File: config.mk
export PLATFORM = sky130hd
export DESIGN_NAME = hazard_ctrl_flat
export DESIGN_NICKNAME = d
export VERILOG_FILES = /design/src/rtl/hazard_ctrl_if.sv /design/src/rtl/hazard_ctrl.sv /design/src/flat_wrapper.sv
export SDC_FILE = /design/constraint.sdc
export NUM_CORES = 1
export LEC_CHECK = 0
export BUFFER_PORTS_ARGS = -buffer_cell sky130_fd_sc_hd__buf_2
export CORE_MARGIN = 5
export CORE_UTILIZATION = 53
export DETAILED_ROUTE_END_ITERATION = 7
export PLACE_DENSITY = 0.8
export SYNTH_ARGS = -nofsm -noshare
export SYNTH_HDL_FRONTEND = slang
export SYNTH_SLANG_ARGS = --single-unit
File: constraint.sdc
create_clock -name clk -period 5.2 [get_ports clk]
set_clock_uncertainty 0.05 [all_clocks]
set_input_delay 0.26 -clock clk [delete_from_list [all_inputs] [get_ports clk]]
set_output_delay 0.26 -clock clk [all_outputs]
set_load 0.01 [all_outputs]
File: src/rtl/hazard_ctrl_if.sv
// Hazard controller bundle: pipeline-register status in, stage enables out.
// slave = hazard_ctrl side, master = pipeline/testbench side.
interface hazard_ctrl_if #(
    parameter int INDEX = 5,
    parameter int CNT_W = 16
);
    logic             idex_mem_read_in;
    logic [INDEX-1:0] idex_rd_in;
    logic [INDEX-1:0] ifid_rs1_in;
    logic [INDEX-1:0] ifid_rs2_in;
    logic             ifid_use_rs1_in;
    logic             ifid_use_rs2_in;
    logic             ex_branch_taken_in;
    logic             dmem_req_in;
    logic             dmem_ready_in;
    logic             pc_write_out;
    logic             ifid_write_out;
    logic             ifid_flush_out;
    logic             idex_write_out;
    logic             idex_flush_out;
    logic             exmem_write_out;
    logic             memwb_flush_out;
    logic             mem_timeout_out;
    logic [CNT_W-1:0] stall_cnt_out;
    logic [CNT_W-1:0] flush_cnt_out;

    modport slave (
        input  idex_mem_read_in, idex_rd_in,
        input  ifid_rs1_in, ifid_rs2_in,
        input  ifid_use_rs1_in, ifid_use_rs2_in,
        input  ex_branch_taken_in,
        input  dmem_req_in, dmem_ready_in,
        output pc_write_out, ifid_write_out,
        output ifid_flush_out, idex_write_out,
        output idex_flush_out, exmem_write_out,
        output memwb_flush_out, mem_timeout_out,
        output stall_cnt_out, flush_cnt_out
    );

    modport master (
        output idex_mem_read_in, idex_rd_in,
        output ifid_rs1_in, ifid_rs2_in,
        output ifid_use_rs1_in, ifid_use_rs2_in,
        output ex_branch_taken_in,
        output dmem_req_in, dmem_ready_in,
        input  pc_write_out, ifid_write_out,
        input  ifid_flush_out, idex_write_out,
        input  idex_flush_out, exmem_write_out,
        input  memwb_flush_out, mem_timeout_out,
        input  stall_cnt_out, flush_cnt_out
    );
endinterface

File: src/rtl/hazard_ctrl.sv
// Load-use bubble, branch flush and data-memory freeze with watchdog.
// Ports: clk, rst_n (async low), hz (hazard_ctrl_if.slave bundle).
module hazard_ctrl #(
    parameter int INDEX   = 5,
    parameter int CNT_W   = 16,
    parameter int TIMEOUT = 255
) (
    input  logic clk,
    input  logic rst_n,
    hazard_ctrl_if.slave hz
);
    localparam int WAIT_W = 12;
    localparam logic [WAIT_W-1:0] TO = WAIT_W'(TIMEOUT);

    typedef enum logic [1:0] {
        RUN,
        MEM_WAIT,
        ERR
    } state_e;

    state_e            state_q, state_d;
    logic [WAIT_W-1:0] wait_q, wait_d;
    logic [CNT_W-1:0]  stall_q, stall_d;
    logic [CNT_W-1:0]  flush_q, flush_d;
    logic              timeout_q, timeout_d;

    logic load_use, mem_stall;
    logic pc_w, ifid_w, ifid_f;
    logic idex_w, idex_f, exmem_w, memwb_f;
    logic active;

    assign mem_stall = hz.dmem_req_in & ~hz.dmem_ready_in;

    assign load_use = hz.idex_mem_read_in
        & (hz.idex_rd_in != '0)
        & ((hz.ifid_use_rs1_in
            & (hz.idex_rd_in == hz.ifid_rs1_in))
         | (hz.ifid_use_rs2_in
            & (hz.idex_rd_in == hz.ifid_rs2_in)));

    always_comb begin
        pc_w    = 1'b1;
        ifid_w  = 1'b1;
        ifid_f  = 1'b0;
        idex_w  = 1'b1;
        idex_f  = 1'b0;
        exmem_w = 1'b1;
        memwb_f = 1'b0;
        state_d = state_q;
        wait_d  = wait_q;
        unique case (state_q)
            RUN, MEM_WAIT: begin
                if (mem_stall) begin
                    pc_w    = 1'b0;
                    ifid_w  = 1'b0;
                    idex_w  = 1'b0;
                    exmem_w = 1'b0;
                    memwb_f = 1'b1;
                    if (state_q == RUN) begin
                        state_d = MEM_WAIT;
                        wait_d  = 12'd1;
                    end else if (wait_q == TO) begin
                        state_d = ERR;
                    end else begin
                        wait_d = wait_q + 12'd1;
                    end
                end else begin
                    // Dropped request counts as ready.
                    state_d = RUN;
                    wait_d  = '0;
                    if (hz.ex_branch_taken_in) begin
                        ifid_f = 1'b1;
                        idex_f = 1'b1;
                    end else if (load_use) begin
                        pc_w   = 1'b0;
                        ifid_w = 1'b0;
                        idex_f = 1'b1;
                    end
                end
            end
            ERR: begin
                pc_w    = 1'b0;
                ifid_w  = 1'b0;
                ifid_f  = 1'b1;
                idex_w  = 1'b0;
                idex_f  = 1'b1;
                exmem_w = 1'b0;
                memwb_f = 1'b1;
            end
            default: begin
                state_d = RUN;
                wait_d  = '0;
            end
        endcase
        // Reset freezes the pipe combinationally.
        if (!rst_n) begin
            pc_w    = 1'b0;
            ifid_w  = 1'b0;
            ifid_f  = 1'b1;
            idex_w  = 1'b0;
            idex_f  = 1'b1;
            exmem_w = 1'b0;
            memwb_f = 1'b1;
        end
    end

    assign active    = (state_q != ERR);
    assign timeout_d = timeout_q | (state_d == ERR);

    always_comb begin
        stall_d = stall_q;
        flush_d = flush_q;
        if (active && !pc_w && (stall_q != '1))
            stall_d = stall_q + 1'b1;
        if (active && ifid_f && (flush_q != '1))
            flush_d = flush_q + 1'b1;
    end

    always_ff @(posedge clk or negedge rst_n) begin
        if (!rst_n) begin
            state_q   <= RUN;
            wait_q    <= '0;
            stall_q   <= '0;
            flush_q   <= '0;
            timeout_q <= 1'b0;
        end else begin
            state_q   <= state_d;
            wait_q    <= wait_d;
            stall_q   <= stall_d;
            flush_q   <= flush_d;
            timeout_q <= timeout_d;
        end
    end

    assign hz.pc_write_out    = pc_w;
    assign hz.ifid_write_out  = ifid_w;
    assign hz.ifid_flush_out  = ifid_f;
    assign hz.idex_write_out  = idex_w;
    assign hz.idex_flush_out  = idex_f;
    assign hz.exmem_write_out = exmem_w;
    assign hz.memwb_flush_out = memwb_f;
    assign hz.mem_timeout_out = timeout_q;
    assign hz.stall_cnt_out   = stall_q;
    assign hz.flush_cnt_out   = flush_q;
endmodule

File: src/flat_wrapper.sv
// flat-port wrapper written by rule: the top's interface ports become plain ports
module hazard_ctrl_flat 
#(
    parameter int INDEX   = 5,
    parameter int CNT_W   = 16,
    parameter int TIMEOUT = 255
)
  (clk, rst_n, hz_idex_mem_read_in, hz_idex_rd_in, hz_ifid_rs1_in, hz_ifid_rs2_in, hz_ifid_use_rs1_in, hz_ifid_use_rs2_in, hz_ex_branch_taken_in, hz_dmem_req_in, hz_dmem_ready_in, hz_pc_write_out, hz_ifid_write_out, hz_ifid_flush_out, hz_idex_write_out, hz_idex_flush_out, hz_exmem_write_out, hz_memwb_flush_out, hz_mem_timeout_out, hz_stall_cnt_out, hz_flush_cnt_out);
  hazard_ctrl_if #(.INDEX(INDEX), .CNT_W(CNT_W)) hz_i ();
  input  logic clk;
  input  logic rst_n;
  input wire logic [$bits(hz_i.idex_mem_read_in)-1:0] hz_idex_mem_read_in;
  input wire logic [$bits(hz_i.idex_rd_in)-1:0] hz_idex_rd_in;
  input wire logic [$bits(hz_i.ifid_rs1_in)-1:0] hz_ifid_rs1_in;
  input wire logic [$bits(hz_i.ifid_rs2_in)-1:0] hz_ifid_rs2_in;
  input wire logic [$bits(hz_i.ifid_use_rs1_in)-1:0] hz_ifid_use_rs1_in;
  input wire logic [$bits(hz_i.ifid_use_rs2_in)-1:0] hz_ifid_use_rs2_in;
  input wire logic [$bits(hz_i.ex_branch_taken_in)-1:0] hz_ex_branch_taken_in;
  input wire logic [$bits(hz_i.dmem_req_in)-1:0] hz_dmem_req_in;
  input wire logic [$bits(hz_i.dmem_ready_in)-1:0] hz_dmem_ready_in;
  output wire logic [$bits(hz_i.pc_write_out)-1:0] hz_pc_write_out;
  output wire logic [$bits(hz_i.ifid_write_out)-1:0] hz_ifid_write_out;
  output wire logic [$bits(hz_i.ifid_flush_out)-1:0] hz_ifid_flush_out;
  output wire logic [$bits(hz_i.idex_write_out)-1:0] hz_idex_write_out;
  output wire logic [$bits(hz_i.idex_flush_out)-1:0] hz_idex_flush_out;
  output wire logic [$bits(hz_i.exmem_write_out)-1:0] hz_exmem_write_out;
  output wire logic [$bits(hz_i.memwb_flush_out)-1:0] hz_memwb_flush_out;
  output wire logic [$bits(hz_i.mem_timeout_out)-1:0] hz_mem_timeout_out;
  output wire logic [$bits(hz_i.stall_cnt_out)-1:0] hz_stall_cnt_out;
  output wire logic [$bits(hz_i.flush_cnt_out)-1:0] hz_flush_cnt_out;
  assign hz_i.idex_mem_read_in = hz_idex_mem_read_in;
  assign hz_i.idex_rd_in = hz_idex_rd_in;
  assign hz_i.ifid_rs1_in = hz_ifid_rs1_in;
  assign hz_i.ifid_rs2_in = hz_ifid_rs2_in;
  assign hz_i.ifid_use_rs1_in = hz_ifid_use_rs1_in;
  assign hz_i.ifid_use_rs2_in = hz_ifid_use_rs2_in;
  assign hz_i.ex_branch_taken_in = hz_ex_branch_taken_in;
  assign hz_i.dmem_req_in = hz_dmem_req_in;
  assign hz_i.dmem_ready_in = hz_dmem_ready_in;
  assign hz_pc_write_out = hz_i.pc_write_out;
  assign hz_ifid_write_out = hz_i.ifid_write_out;
  assign hz_ifid_flush_out = hz_i.ifid_flush_out;
  assign hz_idex_write_out = hz_i.idex_write_out;
  assign hz_idex_flush_out = hz_i.idex_flush_out;
  assign hz_exmem_write_out = hz_i.exmem_write_out;
  assign hz_memwb_flush_out = hz_i.memwb_flush_out;
  assign hz_mem_timeout_out = hz_i.mem_timeout_out;
  assign hz_stall_cnt_out = hz_i.stall_cnt_out;
  assign hz_flush_cnt_out = hz_i.flush_cnt_out;
  hazard_ctrl #(.INDEX(INDEX), .CNT_W(CNT_W), .TIMEOUT(TIMEOUT)) u_core (.clk(clk), .rst_n(rst_n), .hz(hz_i));
endmodule
Yosys cells after proc, flatten, opt, wreduce, memory -nomap -nowiden
Cells that the tools add are included.
Widths: inputs -> output; s select.
{ "totals": {"regBits": 47, "input_bits": 23, "output_inout_bits": 40, "word_cells": 64} }
{ "classes": {"addsub": 3, "eq_ne": 10, "mux": 28, "bitwise_logic": 9, "n_reduce_logical": 9} }
{ "ops": {"columns": ["operator", "n"], "rows": [
  ["$mux 12", 3],
  ["$add 16x1->16 const B", 2],
  ["$ne 16x16->1 const B", 2],
  ["$pmux 12 s2", 1],
  ["$mux 1", 15],
  ["$add 12x1->12 const B", 1],
  ["$eq 12x8->1 const B", 1],
  ["$eq 5x5->1", 2],
  ["$pmux 1 s2", 5],
  ["$mux 2", 3],
  ["$and 1x1->1", 5],
  ["$reduce_bool 5->1", 1],
  ["$eq 2x2->1 const B", 2],
  ["$logic_and 1x1->1", 4],
  ["$ne 4x4->1 const B", 1],
  ["$pmux 2 s2", 1],
  ["$eq 2x1->1 const B", 1],
  ["$logic_not 2->1", 1],
  ["$ne 2x2->1 const B", 1],
  ["$not 1->1", 2],
  ["$or 1x1->1", 2],
  ["$reduce_and 2->1", 1],
  ["$reduce_or 2->1", 1],
  ["$logic_not 1->1", 1]
]} }

Logic depth before layout (Yosys ltp)
Gate-level depths: netlist (run 1).
{ "depth": {"depth_word": 12, "mapped_depth": 8, "depth_no_buf": 7} }

Worst setup path after synthesis (run 1)
No wires, ideal clock.
{ "synth_path": {"kind": "reg2reg", "startpoint": "register u_core.stall_q[0] (netlist: u_core.hz.stall_cnt_out[0])", "endpoint": "register u_core.stall_q[11] (netlist: u_core.hz.stall_cnt_out[11])", "setup_time_ns": 0.132, "arrival_time_ns": 1.656, "required_time_ns": 5.018, "path_slack_ns": 3.362, "stages_incl_launch_ff": 9, "path_buffers": 1, "period_less_slack_ns": 1.838, "path_cell_list": "dfrtp_1 -> ha_1 -> nand2_1 -> nor2_1 -> nand3_1 -> nor3_2 -> buf_2 -> nor3_1 -> xor2_1"} }
{ "synth_between": {"elab_chain_cells": 2, "elab_cells_between_ends": 3, "classes_between": "1 x add/sub; 1 x eq/ne; 1 x reduce/logical"} }
{ "synth_rtl": {"columns": ["item", "line_no", "text"], "rows": [
  ["start: declaration", "hazard_ctrl.sv:23", "logic [CNT_W-1:0] stall_q, stall_d;"],
  ["start signal: assignment", "hazard_ctrl.sv:129", "stall_q <= stall_d;"],
  ["parallel branches: the longest is 2 deep, another holds $add 16x1->16", null, null]
]} }
Parallel ways; which one is timed is not known.
A chain may end at the register's enable or synchronous reset.

Worst setup path after layout (run 1)
{ "layout_path": {"startpoint": "register u_core.stall_q[0] (netlist: u_core.hz.stall_cnt_out[0])", "endpoint": "register u_core.stall_q[1] (netlist: u_core.hz.stall_cnt_out[1])"} }
The elaborated chain is that of the path after synthesis.

==> results.json, run 1 <==
{
  "grt_pass1_wl_mm": 9.20,
  "synth-seq-cells": 47,
  "drt_iter0_markers": 135,
  "fin_tns_setup_ns": 0,
  "syn-num-nets": 280,
  "busiest_layer": "met2",
  "grt_max_degree": 51,
  "switching_power_uw": 145,
  "vdd_drop_max_v": 0.000151,
  "ctsResizeCount": 0,
  "r2r_setup_slack_ns": 2.88,
  "holdBufCountCts": 0,
  "timing.hold.ws_ns": -0.000416,
  "worst_pin_slew_ns": 0.925,
  "die_w_um": 79.1,
  "dp_hpwl_mm": 4.01,
  "netlist_area_um2": 2530,
  "cts_tree": "built",
  "dieHeight_um": 79.1,
  "fillers": 415,
  "via_per_inst": 5.62,
  "first_pass_iters": 4,
  "synth_top_family_by_area": "simple AND/OR/NAND/NOR gates",
  "violations": "hold timing",
  "fin_util_pct": 62.7,
  "yosys.area_share.adder_pct": 1.48,
  "ys.flop_type": "dfrtp_1",
  "dieArea_um2": 6260,
  "first_global_vias": 2028,
  "core_um2": 4690,
  "cpMaxStageDelayCell": "nor3_2",
  "cts-root-buf": "clkbuf_8",
  "cts_buffer_depth": 2,
  "htree_levels": 2,
  "slew_headroom_pct": 38.0,
  "fin_crit_ns": 2.32,
  "end_kind": "register",
  "setup_viol": 0,
  "worst_path_largest_cell_delay_ns": 0.76,
  "synthMuxAreaShare_pct": 2.08,
  "dpl_worst_slack_ns": 2.61,
  "syn_inst": 254,
  "grt_use_met2_pct": 29.5,
  "start_kind": "register",
  "synthXorXnorAreaFrac_pct": 14.9,
  "antenna_found_initial": 0,
  "place_congestion": 0.791,
  "path_class": "register to register",
  "powerDensity_nw_per_um2": 213,
  "ant_nets": 0,
  "pwr-share-seq_pct": 60.3,
  "row_count": 25,
  "placed_cell_area_um2": 2870,
  "power_uw": 628,
  "multiInputGateArea_um2": 1280,
  "crit_fanout": 14,
  "syn_area_per_cell_um2": 9.96,
  "p_leak_uw": 0.00134,
  "numPortBuffers": 62,
  "clockPowerShare_pct": 32.3,
  "drv_slew": 0,
  "clkSlewWorstSetupHoldPaths_ns": 0.08,
  "netlist-cell-type-count": 44,
  "yosys.area_share.simple_pct": 25.0,
  "insertion_delay_ns": 0.29,
  "combPwrFrac_pct": 7.5,
  "use_met3_pct": 5.22,
  "cp.required_ns": 5.33,
  "setup_slack_ns": 2.88,
  "async_reset_ff_share_pct": 100,
  "start_util_pct": 53.9,
  "post-route-cell-area_um2": 2940,
  "ios": 63,
  "finalCritPeriodShare_pct": 44.7,
  "ys_warn_count": 0,
  "synth_edf_count": 0,
  "wl_per_cell_um": 14.4,
  "p_sw_share_pct": 23.2,
  "rsz0062_at_grt": "no",
  "outcome": "complete, but fails checks",
  "fmax_mhz": 431,
  "seq_area_frac_synth_pct": 46.5,
  "cap_violations": 0,
  "drive_gt1_share_pct": 26.8,
  "grt-ovfl-total": 0,
  "num_antenna_cells": 0,
  "cts_buffers": 5,
  "final_nets": 344,
  "synth_compound_area_share_pct": 7.27,
  "drc": 0,
  "vias": 2084,
  "hold_violations": 1,
  "met1_usage_pct": 24.1,
  "crit_chain": "ha_1 -> nand2_1 -> nor2_1 -> nand3_1 -> nor3_2 -> nor2_2 -> mux2_4",
  "postCtsSetupBuffers": 0,
  "hold_path.class": "input pin to asynchronous set/reset pin",
  "regArea_um2": 1180,
  "cts.sinks": 47,
  "worstPathArrival_ns": 2.45,
  "p_int_uw": 482,
  "track_usage_pct": 18.4,
  "area_delta_synth_final_pct": 16.4,
  "drt-total-wl_mm": 5.36
}
path summary, 6_finish.rpt:
kind,startpoint,cells past startpoint,to
max reg2reg,u_core.hz.stall_cnt_out[0],7,u_core.hz.stall_cnt_out[1]
min reg2reg,u_core.hz.mem_timeout_out,1,u_core.hz.mem_timeout_out
max in group asynchronous,rst_n,2,u_core.hz.flush_cnt_out[9]
max,u_core.hz.stall_cnt_out[0],7,u_core.hz.stall_cnt_out[1]
min,rst_n,2,u_core.hz.flush_cnt_out[0]
min in group clk,u_core.hz.mem_timeout_out,1,u_core.hz.mem_timeout_out
metal layers:
layer	wire length (um)	vias to the layer above
met5	0	-
met4	54	0
met3	411	6
met2	2520	65
met1	2370	1007
li1	-	1006
registers in the layout, summed over array words and instances, names as in the netlist:
signal and cells:
u_core.wait_q 12, u_core.hz.stall_cnt_out 16, u_core.hz.mem_timeout_out 1, u_core.state_q 2, u_core.hz.flush_cnt_out 16
worst max-delay path: cells and delay by family (launching register included):
family | cells | cell delay [ns]
adder cells (fa/ha/maj) | 1 | 0.18
flip-flops | 1 | 0.41
multiplexers | 1 | 0.33
AND/OR/NAND/NOR | 5 | 1.26
cells in the mapped netlist, drive strengths merged, types with 2 or more instances:
cell    number  area, um^2
a21oi        6        41.3
o22ai        2        18.8
o21ai        9        48.8
and3         5        31.3
nand2       25        93.8
xnor2       20         175
dfrtp       47        1180
inv          7        26.3
nor3        14        91.3
mux2         4        52.6
ha           3        37.5
nand2b       4        25.0
nand4        9        56.3
buf          6        43.8
xor2        23         201
o31ai        3        36.3
or2          3        18.8
nor4         9        68.8
nor2        23        88.8
nand3       18        90.1
o41ai        2        17.5
power by group through the flow:
stage | clock [uW] | sequential [uW] | combinational [uW]
after global placement | 0 | 386 | 46.3
after floorplan | 0 | 388 | 16.6
after detailed placement | 0 | 386 | 47.8
after CTS | 208 | 378 | 48.0
after global routing | 223 | 380 | 53.1
final | 203 | 378 | 46.8
area by class of cell:
cell class	count	share of cell area [%]
inverter	7	0.892
clock buffer	6	2.46
sequential	47	39.9
tap	54	2.29
multi-input combinational	194	43.6
timing repair buffer	63	10.8
cells in the final DEF, fill, tap and decap left out, types with 2 or more instances in the layout:
cell and n:
ha_1 3, a21oi_1 5, nor3_1 11, buf_2 62, clkbuf_8 5, nor4_2 2, o31ai_1 2, o41ai_1 2
nor2_1 22, nor4_1 7, mux2_2 2, nand3_1 18, or2_2 3, nand4_1 9, xnor2_1 20, nand2b_1 4
xor2_1 23, nand2_1 25, and3_1 5, o21ai_0 8, nor3_2 2, dfrtp_1 47, mux2_4 2, inv_1 7
metrics by stage:
step                hold WS (ns)  cells
floorplan                -0.0856    254
global placement           0.341    365
detailed placement         0.346    365
CTS                       0.0274    371
global route              0.0602    371
finish                 -0.000416    371
kinds of logic after synthesis:
| family | Yosys count |
|---|---|
| adders and majority gates | 3 |
| xor gates and xnor gates | 43 |
| and+or+nand+nor | 119 |
| DFF | 47 |
| muxes | 4 |
| buffers and inverters | 13 |
| AOI/OAI and AO/OA | 25 |
Power figures use the tool's default switching activity.
==> run 2: changes to the inputs <==
Settings changed: CORE_UTILIZATION 53 to 48, PLACE_DENSITY 0.8 to 0.76.
Clock period 5.2 ns to 1.9 ns, I/O delays scaled along.
==> run 2 against run 1 <==
Against the previous run: final area rose by 17%; the run now ends clean; sequential share of layout area fell by 5.7 points; sequential power rose to 2.7 times the previous value; total power rose to 3.0 times the previous value; first-iteration DRC count rose by 11%; non-clock buffer count rose by 41; via count rose by 9.1%; clock power rose to 3.5 times the previous value; routed wire length rose by 18%; cell count rose by 16%; count of clock-buffer cells in the layout fell by 1; combinational power rose to 3.4 times the previous value.
==> results.json, run 2 (same netlist as run 1, synthesis figures left out) <==
{
  "final_common_cell": "buf_2",
  "start_util_pct": 49.5,
  "numPortBuffers": 62,
  "grt-ovfl-total": 0,
  "htree_levels": 2,
  "core_um2": 5110,
  "drt-total-wl_mm": 6.32,
  "area_delta_synth_final_pct": 35.7,
  "first_global_vias": 2179,
  "hold_violations": 0,
  "dieHeight_um": 82.6,
  "cap_violations": 0,
  "grt_max_degree": 38,
  "start_kind": "register",
  "p_leak_uw": 0.00157,
  "drc": 0,
  "rsz0062_at_grt": "yes",
  "drv_slew": 0,
  "slew_headroom_pct": 65.7,
  "placed_cell_area_um2": 3130,
  "layout_common_cells": "62 x buf_2, 47 x dfrtp_1, 36 x buf_4, 25 x nand2_1, 23 x xor2_1",
  "cts.sinks": 47,
  "row_count": 26,
  "grt_pass1_wl_mm": 10.0,
  "powerDensity_nw_per_um2": 556,
  "place_congestion": 0.798,
  "crit_fanout": 7,
  "cts_buffers": 5,
  "cp.required_ns": 2.02,
  "vias": 2274,
  "via_per_inst": 5.30,
  "num_antenna_cells": 0,
  "end_kind": "register",
  "cts_tree": "built",
  "track_usage_pct": 19.2,
  "cts-root-buf": "clkbuf_8",
  "ant_nets": 0,
  "dp_hpwl_mm": 4.58,
  "setup_slack_ns": 0.0295,
  "path_class": "register to register",
  "clkSlewWorstSetupHoldPaths_ns": 0.09,
  "worst_pin_slew_ns": 0.512,
  "fin_crit_ns": 1.87,
  "insertion_delay_ns": 0.30,
  "drt_iter0_markers": 150,
  "post-route-cell-area_um2": 3430,
  "ios": 63,
  "worstPathArrival_ns": 1.99,
  "fin_tns_setup_ns": 0,
  "wl_per_cell_um": 14.7,
  "dieArea_um2": 6820,
  "antenna_found_initial": 0,
  "fmax_mhz": 535,
  "dpl_worst_slack_ns": -0.0802,
  "hold_path.class": "input pin to asynchronous set/reset pin",
  "first_pass_iters": 4,
  "final_nets": 385,
  "vdd_drop_max_v": 0.000498,
  "outcome": "complete, no violations",
  "cts_buffer_depth": 2,
  "setup_viol": 0,
  "finalCritPeriodShare_pct": 98.4,
  "die_w_um": 82.6,
  "drive_gt1_share_pct": 39.3
}
## run 2: routing by layer
metal	GRT usage, %	wire (um)	vias up
met5	0	0	-
met4	6.54	140	0
met3	4.56	481	12
met2	31.2	2950	70
met1	25.1	2760	1098
li1	-	-	1094
## run 2: power breakdown
group / switching (uW) / total (uW) / internal (uW)
logic: 83.4 / 160 / 76.8
clock network: 332 / 717 / 385
registers: 16.3 / 1030 / 1020
total: 432 / 1910 / 1480
## run 2: metrics by stage
stage / hold WS, ns / power, uW / util [%] / std cells
finish: 0.406 / 1910 / 67.2 / 429
global route: 0.426 / 1990 / 67.2 / 429
CTS: 0.421 / 1930 / 63.9 / 420
detailed placement: 0.0523 / 1210 / 61.3 / 411
global placement: 0.0390 / 1200 / 61.3 / 411
floorplan: -0.251 / 1110 / - / 254
## run 2: worst max-delay path, stage by stage, from the launching register on
cell and delay, ns:
dfrtp_1 0.37, ha_2 0.18, nand2_1 0.09, nor2_2 0.16, nand3_2 0.12, nor3_4 0.22, clkbuf_16 0.17, buf_4 0.16
nor4_2 0.05, xor2_1 0.15
## run 2: final timing paths
kind,start,end,slack (ns),cells after the start
max reg2reg,u_core.hz.stall_cnt_out[0],u_core.hz.stall_cnt_out[10],0.03,9
min,rst_n,u_core.hz.flush_cnt_out[1],0.41,3
min in group clk,u_core.hz.mem_timeout_out,u_core.hz.mem_timeout_out,0.42,1
min reg2reg,u_core.hz.mem_timeout_out,u_core.hz.mem_timeout_out,0.42,1
max in group asynchronous,rst_n,u_core.wait_q[6],1.05,3
max,u_core.hz.stall_cnt_out[0],u_core.hz.stall_cnt_out[10],0.03,9
## run 2: repair_timing
action / CTS / global route
hold buffers: 2 / 0
hold endpoints to repair: 47 / 0
resized for setup: 1 / 22
setup endpoints to repair: 10 / 31
pin swaps: 0 / 4
cloned: 0 / 0
setup buffers: 0 / 9
## run 2: area by class of cell
cell class	instances	area (um^2)
clock buffers	5	68.8
clock inverters	2	37.5
fillers	428	1670
inverters	7	26.3
multi-input cells	194	1380
flip-flops and latches	47	1180
well taps	70	87.6
repair buffers	104	659
